===== src/rtl/serial_addsub_if.sv =====
// Request/result bundle for serial_addsub: operands and opcode in, status and result out.
// The master side issues start with operands; the slave side reports busy/done and the held result.
interface serial_addsub_if #(
  parameter int WIDTH = 8
);
  logic             start;
  logic             sub;
  logic [WIDTH-1:0] a;
  logic [WIDTH-1:0] b;
  logic             busy;
  logic             done;
  logic [WIDTH-1:0] s;
  logic             cout;
  logic             ovf;

  modport master (
    output start, sub, a, b,
    input  busy, done, s, cout, ovf
  );

  modport slave (
    input  start, sub, a, b,
    output busy, done, s, cout, ovf
  );
endinterface


===== src/rtl/serial_addsub.sv =====
// Digit-serial adder/subtractor: DIGIT bits per cycle, WIDTH/DIGIT RUN cycles, then a one-cycle DONE.
// No backpressure; start is only honoured in IDLE or DONE and ignored while busy.
module serial_addsub #(
  parameter int WIDTH = 8,
  parameter int DIGIT = 1
) (
  input  logic           clk,
  input  logic           rst_n,
  serial_addsub_if.slave bus
);

  localparam int N  = WIDTH / DIGIT;
  localparam int CW = (N > 1) ? $clog2(N) : 1;
  localparam logic [CW-1:0] LAST = CW'(N - 1);

  typedef enum logic [1:0] {
    IDLE = 2'd0,
    RUN  = 2'd1,
    DONE = 2'd2
  } state_t;

  state_t state;
  state_t state_nxt;

  logic [WIDTH-1:0]       a_sr;
  logic [WIDTH-1:0]       b_sr;
  logic [WIDTH-1:0]       r_sr;
  logic                   carry;
  logic [CW-1:0]          cnt;
  logic [WIDTH-1:0]       s_q;
  logic                   cout_q;
  logic                   ovf_q;

  logic [DIGIT:0]         dsum;
  logic [WIDTH+DIGIT-1:0] r_wide;
  logic                   msb_cin;
  logic                   load;
  logic                   last;

  assign load = bus.start && ((state == IDLE) || (state == DONE));
  assign last = (state == RUN) && (cnt == LAST);

  // One digit of ripple add; the result register fills from the MSB side.
  assign dsum    = {1'b0, a_sr[DIGIT-1:0]} + {1'b0, b_sr[DIGIT-1:0]} + {{DIGIT{1'b0}}, carry};
  assign r_wide  = {dsum[DIGIT-1:0], r_sr};
  // On the final digit the top bit is the operand MSB, so this recovers the carry into it.
  assign msb_cin = dsum[DIGIT-1] ^ a_sr[DIGIT-1] ^ b_sr[DIGIT-1];

  always_ff @(posedge clk or negedge rst_n) begin
    if (!rst_n) begin
      state <= IDLE;
    end else begin
      state <= state_nxt;
    end
  end

  always_comb begin
    state_nxt = state;
    case (state)
      IDLE:    if (bus.start) state_nxt = RUN;
      RUN:     if (cnt == LAST) state_nxt = DONE;
      DONE:    state_nxt = bus.start ? RUN : IDLE;
      default: state_nxt = IDLE;
    endcase
  end

  always_ff @(posedge clk or negedge rst_n) begin
    if (!rst_n) begin
      a_sr   <= '0;
      b_sr   <= '0;
      r_sr   <= '0;
      carry  <= 1'b0;
      cnt    <= '0;
      s_q    <= '0;
      cout_q <= 1'b0;
      ovf_q  <= 1'b0;
    end else if (load) begin
      // Subtract as a + ~b + 1: invert b here and seed the carry with sub.
      a_sr  <= bus.a;
      b_sr  <= bus.b ^ {WIDTH{bus.sub}};
      r_sr  <= '0;
      carry <= bus.sub;
      cnt   <= '0;
    end else if (state == RUN) begin
      a_sr  <= a_sr >> DIGIT;
      b_sr  <= b_sr >> DIGIT;
      r_sr  <= r_wide[WIDTH+DIGIT-1:DIGIT];
      carry <= dsum[DIGIT];
      cnt   <= cnt + 1'b1;
      if (last) begin
        s_q    <= r_wide[WIDTH+DIGIT-1:DIGIT];
        cout_q <= dsum[DIGIT];
        ovf_q  <= msb_cin ^ dsum[DIGIT];
      end
    end
  end

  assign bus.busy = (state == RUN);
  assign bus.done = (state == DONE);
  assign bus.s    = s_q;
  assign bus.cout = cout_q;
  assign bus.ovf  = ovf_q;

endmodule


===== src/flat_wrapper.sv =====
// flat-port wrapper written by rule: the top's interface ports become plain ports
module serial_addsub_flat 
#(
  parameter int WIDTH = 8,
  parameter int DIGIT = 1
)
  (clk, rst_n, bus_start, bus_sub, bus_a, bus_b, bus_busy, bus_done, bus_s, bus_cout, bus_ovf);
  serial_addsub_if #(.WIDTH(WIDTH)) bus_i ();
  input  logic clk;
  input  logic rst_n;
  input wire logic [$bits(bus_i.start)-1:0] bus_start;
  input wire logic [$bits(bus_i.sub)-1:0] bus_sub;
  input wire logic [$bits(bus_i.a)-1:0] bus_a;
  input wire logic [$bits(bus_i.b)-1:0] bus_b;
  output wire logic [$bits(bus_i.busy)-1:0] bus_busy;
  output wire logic [$bits(bus_i.done)-1:0] bus_done;
  output wire logic [$bits(bus_i.s)-1:0] bus_s;
  output wire logic [$bits(bus_i.cout)-1:0] bus_cout;
  output wire logic [$bits(bus_i.ovf)-1:0] bus_ovf;
  assign bus_i.start = bus_start;
  assign bus_i.sub = bus_sub;
  assign bus_i.a = bus_a;
  assign bus_i.b = bus_b;
  assign bus_busy = bus_i.busy;
  assign bus_done = bus_i.done;
  assign bus_s = bus_i.s;
  assign bus_cout = bus_i.cout;
  assign bus_ovf = bus_i.ovf;
  serial_addsub #(.WIDTH(WIDTH), .DIGIT(DIGIT)) u_core (.clk(clk), .rst_n(rst_n), .bus(bus_i));
endmodule

===== config.mk =====
export PLATFORM = sky130hd
export DESIGN_NAME = serial_addsub_flat
export DESIGN_NICKNAME = d
export VERILOG_FILES = /design/src/rtl/serial_addsub_if.sv /design/src/rtl/serial_addsub.sv /design/src/flat_wrapper.sv
export SDC_FILE = /design/constraint.sdc
export NUM_CORES = 1
export LEC_CHECK = 0
export BUFFER_PORTS_ARGS = -buffer_cell sky130_fd_sc_hd__buf_4
export CAP_MARGIN = 20
export CORE_MARGIN = 2
export CORE_UTILIZATION = 54
export DETAILED_ROUTE_END_ITERATION = 12
export GPL_ROUTABILITY_DRIVEN = 0
export PLACE_DENSITY = 0.87
export REMOVE_ABC_BUFFERS = 1
export SLEW_MARGIN = 20
export SYNTH_ARGS = -nofsm -noshare
export SYNTH_HDL_FRONTEND = slang
export SYNTH_SLANG_ARGS = --single-unit

===== constraint.sdc =====
create_clock -name clk -period 1.9 [get_ports clk]
set_input_delay 0.095 -clock clk [delete_from_list [all_inputs] [get_ports clk]]
set_output_delay 0.095 -clock clk [all_outputs]
set_load 0.01 [all_outputs]

==> results of run 1 <==
what timing repair did:
item,4_1_cts,5_1_grt
hold buffers,3,0
setup buffers,0,0
hold endpoints to repair,41,0
worst max-delay path: stages, from the launching register on:
cell      delay [ns]
dfrtp_1         0.40
ha_1            0.21
ha_1            0.19
nand3b_1        0.39
mux2_2          0.39
state kept, by name, indices dropped and copies added, names as in the netlist:
signal           cells
u_core.b_sr          8
u_core.cnt           3
u_core.carry         1
u_core.bus.ovf       1
u_core.bus.cout      1
u_core.bus.s         8
u_core.state         2
u_core.r_sr          7
u_core.a_sr          8
final cells by class:
cell class	instances	area (sq um)	share of cell area, %
Inverter	2	7.507	0.3736
Timing Repair Buffer	37	297.8	14.82
Tap cell	33	41.29	2.055
Clock inverter	1	5.005	0.2491
Clock buffer	6	51.30	2.553
Multi-Input combinational cell	76	630.6	31.38
Sequential cell	39	975.9	48.57
cells by family (layout without fill, tap and decap cells):
| group | Yosys count | count (layout) | share of synthesized area, % |
|---|---|---|---|
| xor+xnor | 9 | 9 | 4.726 |
| simple gates | 18 | 18 | 5.628 |
| mux | 12 | 12 | 7.952 |
| flops | 39 | 39 | 58.51 |
| compound gates | 34 | 34 | 16.80 |
| buf+inv | 11 | 46 | 3.676 |
| fa+ha+maj | 3 | 3 | 2.700 |
per-layer routing:
metal	vias up	track usage, %
met5	-	0
met4	0	7.619
met3	2	5.459
met2	32	30.93
met1	547	23.08
li1	524	-
cells in the final DEF (no fill, tap or decap):
cell	synthesis	final
a21o_1	6	6
a21oi_1	1	1
a221o_1	7	7
a22o_1	16	16
buf_12	0	1
buf_4	2	33
clkbuf_4	0	5
clkbuf_8	0	1
clkinv_2	0	1
dfrtp_1	39	39
dlygate4sd3_1	0	3
fa_1	1	1
ha_1	2	2
inv_1	2	2
mux2_2	10	10
mux2i_1	2	2
nand2_1	5	5
nand2b_1	1	1
nand3b_1	1	1
nor2_1	7	7
nor2_2	1	1
nor2b_1	1	1
nor2b_2	1	1
nor2b_4	1	1
o21ai_0	2	2
o21ai_1	2	2
xnor2_1	8	8
xor2_1	1	1
final timing paths:
check / startpoint / endpoint / slack, ns / depth (start not counted)
setup / recovery: u_core.cnt[0] / u_core.bus.s[7] / 0.22 / 4
hold / removal: bus_a[1] / u_core.a_sr[1] / 0.06 / 3
setup reg to reg: u_core.cnt[0] / u_core.bus.s[7] / 0.22 / 4
hold reg to reg: u_core.a_sr[2] / u_core.a_sr[2] / 0.49 / 1
max in group asynchronous: rst_n / u_core.cnt[2] / 1.30 / 2
min in group asynchronous: rst_n / u_core.r_sr[4] / 0.26 / 2
where the power goes:
group,switching (uW),total (uW),internal [uW],leakage (uW)
logic,591,1350,764,0.000482
registers,242,1440,1200,0.000493
clock network,238,410,172,0.0000341
total,1070,3210,2140,0.00101
metrics by stage:
step / hold WS (ns) / utilization [%]
global route: 0.03795 / 66.92
detailed placement: 0.08519 / 64.04
CTS: 0.04833 / 66.92
global placement: 0.07502 / 64.04
floorplan: -0.2006 / -
finish: 0.06320 / 66.92
==> flow_summary.toml, run 1 <==
[outcome]
status = "finished clean"

[floorplan]
start_util_pct = 55.54
chipWidth_microns = 59.58
die-area_sq_um = 3549
coreArea_sq_um = 3003
rows = 20
fp.dieH_microns = 59.58
pin_count = 32

[final_layout]
fill_cells = 227
final_cells = 194
postLayoutCellArea_sq_um = 2009
syn_to_final_growth_pct = 20.48
antenna_cells = 0
layout-drive-gt1-share_pct = 33.54
fin_nets = 184

[sta]
setup_viol = 0
finalWorstSetupSlack_ns = 0.2241
maxSlewViolCount = 0
period_share_pct = 88.20
min_period_ns = 1.676
max_freq_ghz = 0.5967
worstMarginPinSlew_ns = 0.5185
max_slew_margin_pct = 65.33
clock_skew_ns = 0.01628
final_hold_viol_count = 0
timing.setup.tns_ns = 0
grt_setup_unrepaired = "no"

[setup_path]
worstPathRequired_ns = 2.12
path_max_fanout = 12
end_kind = "flip-flop"
start_kind = "flip-flop"
worst_ep_arrival_time_ns = 1.89
crit_type = "reg -> reg"

[global_route]
grt_antenna_before_repair = 0
grt_start_max_net_pins = 40
gr-total-overflow = 0
grt_pass1_wl_microns = 4885
grt_pass1_vias = 1107
grt_use_total_pct = 18.73

[logic_synthesis]
ys_warn_count = 0
ys.flop_type = "dfrtp_1"
synth_area_leaders = "dfrtp_1 59%, a22o_1 8.4%, mux2_2 6.8%, a221o_1 4.2%, xnor2_1 4.2%"
synth_edf_count = 0
synthTopCellsByCount = "39 x dfrtp_1, 16 x a22o_1, 10 x mux2_2"
async_flop_share_pct = 100.0
synth_top_cell_area_share_pct = 58.51
ys_seq_elements = 39
synthCells = 126
synth_area_leader_cell = "dfrtp_1"
avgSynthCellArea_sq_um = 13.24
yosysSeqAreaShare_pct = 58.51
ys_types = 26
synthesis.area_sq_um = 1668
yosysMostFrequentCell = "dfrtp_1"

[clocking]
clockBufferDepth = 2
cts_tree = "yes"
clockRootBuffer = "clkbuf_4"
insertion_delay_ns = 0.33
htree_num_levels = 2
cts.sinks = 39
post_cts_resize_count = 0
clkTransAtPathRegs_ns = 0.10
cts_made_buffers = 5

[placed_design]
dp_hpwl_microns = 2010
io_buffers = 31
pre_cts_slack_ns = 0.2102
dpl.cell_count = 184
placed_area_sq_um = 1923

[routing]
wl_met1_microns = 1238
avgViaCountPerCell = 5.696
dr.max_layer_used = "met4"
wire_per_inst_microns = 14.73
drc = 0
dr_wl_met3_microns = 150
wirelength_microns = 2858
wl_met2_microns = 1446
via_count = 1105
drt_iter0_drc = 34
drt_first_pass_iters = 4
postRouteAntennaNets = 0

[pwr]
vdd_drop_max_uv = 792.2
p_leak_uw = 0.001009
powerDensity_nw_per_um2 = 1597
total_power_uw = 3209

[min_path]
hold_class = "in -> reg"

[run]
cap_violations = 0
No activity file was read; power rests on OpenSTA's default activity.
==> run 2, diff against run 1 <==
--- a/config.mk
+++ b/config.mk
@@ -11,7 +11,7 @@
 export CORE_UTILIZATION = 54
 export DETAILED_ROUTE_END_ITERATION = 12
 export GPL_ROUTABILITY_DRIVEN = 0
-export PLACE_DENSITY = 0.87
+export PLACE_DENSITY = 0.85
 export REMOVE_ABC_BUFFERS = 1
 export SLEW_MARGIN = 20
 export SYNTH_ARGS = -nofsm -noshare
==> run 2 against run 1 <==
Clock power up 41%; worst setup slack better by 0.049 ns; clock skew about the same; wire length up 6.3%; global-route usage up 2.1 points; die area unchanged; flip-flop and latch count unchanged; critical path depth down 1; maximum frequency up 3.0%; cell area up 2.0%.
==> flow_summary.toml, run 2 (same netlist as run 1, synthesis figures left out) <==
[outcome]
status = "finished clean"

[sta]
final_hold_viol_count = 0
period_share_pct = 85.61
max_freq_ghz = 0.6148
clock_skew_ns = 0.01660
worstMarginPinSlew_ns = 0.4762
max_slew_margin_pct = 68.25
timing.setup.tns_ns = 0
maxSlewViolCount = 0
min_period_ns = 1.627
setup_viol = 0
grt_setup_unrepaired = "no"

[floorplan]
coreArea_sq_um = 3003
start_util_pct = 55.54
fp.dieH_microns = 59.58
chipWidth_microns = 59.58
die-area_sq_um = 3549
rows = 20
pin_count = 32

[placed_design]
dp_hpwl_microns = 2141
io_buffers = 31

[clocking]
clockRootBuffer = "clkbuf_4"
cts_tree = "yes"
clkTransAtPathRegs_ns = 0.12
insertion_delay_ns = 0.35
cts.sinks = 39
cts_setup_buffers = 0
htree_num_levels = 2
cts_hold_buf = 3
clockBufferDepth = 2
post_cts_resize_count = 0
cts_made_buffers = 5

[global_route]
gr-total-overflow = 0
grt_use_total_pct = 20.80
grt_antenna_before_repair = 0
grt_pass1_wl_microns = 5313
grt_pass1_vias = 1155
grt_start_max_net_pins = 40

[routing]
wirelength_microns = 3037
drc = 0
drt_first_pass_iters = 4
drt_iter0_drc = 27
avgViaCountPerCell = 5.596
wire_per_inst_microns = 15.34
postRouteAntennaNets = 0
via_count = 1108

[setup_path]
worstPathRequired_ns = 1.80
cpPeakStageDelay_ns = 0.45
critical_path_buf_inv_count = 2
end_kind = "primary output"
start_kind = "flip-flop"
path_cells = "nor2b_4, buf_4, buf_4"
critPathSlowestCell = "dfrtp_1"
cp_top_family = "flip-flops"
crit_type = "reg -> out"
path_common_cell = "buf_4"
path_max_fanout = 13
worst_ep_arrival_time_ns = 1.53

[final_layout]
fin_nets = 187
layout-drive-gt1-share_pct = 35.15
antenna_cells = 0
syn_to_final_growth_pct = 22.88
fill_cells = 233
final_cell_mix = "39 x dfrtp_1, 37 x buf_4, 16 x a22o_1"
final_common_cell = "dfrtp_1"

[run]
cap_violations = 0

[min_path]
hold_class = "in -> reg"

[pwr]
powerDensity_nw_per_um2 = 1658
p_leak_uw = 0.001033
vdd_drop_max_uv = 796.6
total_power_uw = 3398
run 2: changes by cell type in the layout (fill, tap and decap cells not counted), sizes merged:
cell / previous run / this run
buf: 34 / 37
bufinv: 0 / 1
run 2: metal layers:
metal	track usage (%)	share of wire, %	up-vias
li1	-	-	526
met2	36.11	52	35
met1	24.46	42	540
met3	4.585	4.6	7
met4	9.524	1.8	0
met5	0	0	-
run 2: tightest hold or removal path: stages:
cell	delay, ns
buf_4	0.08
a22o_1	0.11
a21o_1	0.07
run 2: cell type report:
cell class,count,area (sq um),area share (%)
tap,33,41.29,2.015
timing repair buffer,40,307.8,15.02
clock buffer,6,51.30,2.503
inverter,2,7.507,0.3663
clock inverter,2,35.03,1.709
sequential,39,975.9,47.62
multi-input combinational,76,630.6,30.77
run 2: final timing paths:
path / start / endpoint / slack, ns / cells after the start
hold reg to reg: u_core.a_sr[2] / u_core.a_sr[2] / 0.50 / 1
min in group asynchronous: rst_n / u_core.bus.ovf / 0.23 / 2
hold / removal: bus_a[2] / u_core.a_sr[2] / 0.04 / 3
setup reg to reg: u_core.cnt[0] / u_core.bus.s[7] / 0.34 / 5
setup / recovery: u_core.state[0] / bus_busy / 0.27 / 3
max in group asynchronous: rst_n / u_core.bus.s[6] / 1.33 / 2
run 2: power by group:
group          switching, uW  internal, uW
clock                    266           311
combinational            606           767
sequential               246          1200
run 2: metrics by stage:
stage	hold WS, ns	util, %	setup slack (ns)	cells	cell area [sq um]
global placement	0.07818	64.38	0.4279	187	1933
detailed placement	0.08604	64.38	0.3649	187	1933
floorplan	-0.2006	-	0.3103	117	1614
global route	0.02883	68.25	0.1922	198	2049
CTS	0.02610	68.25	0.2907	198	2049
finish	0.03587	68.25	0.2734	198	2049
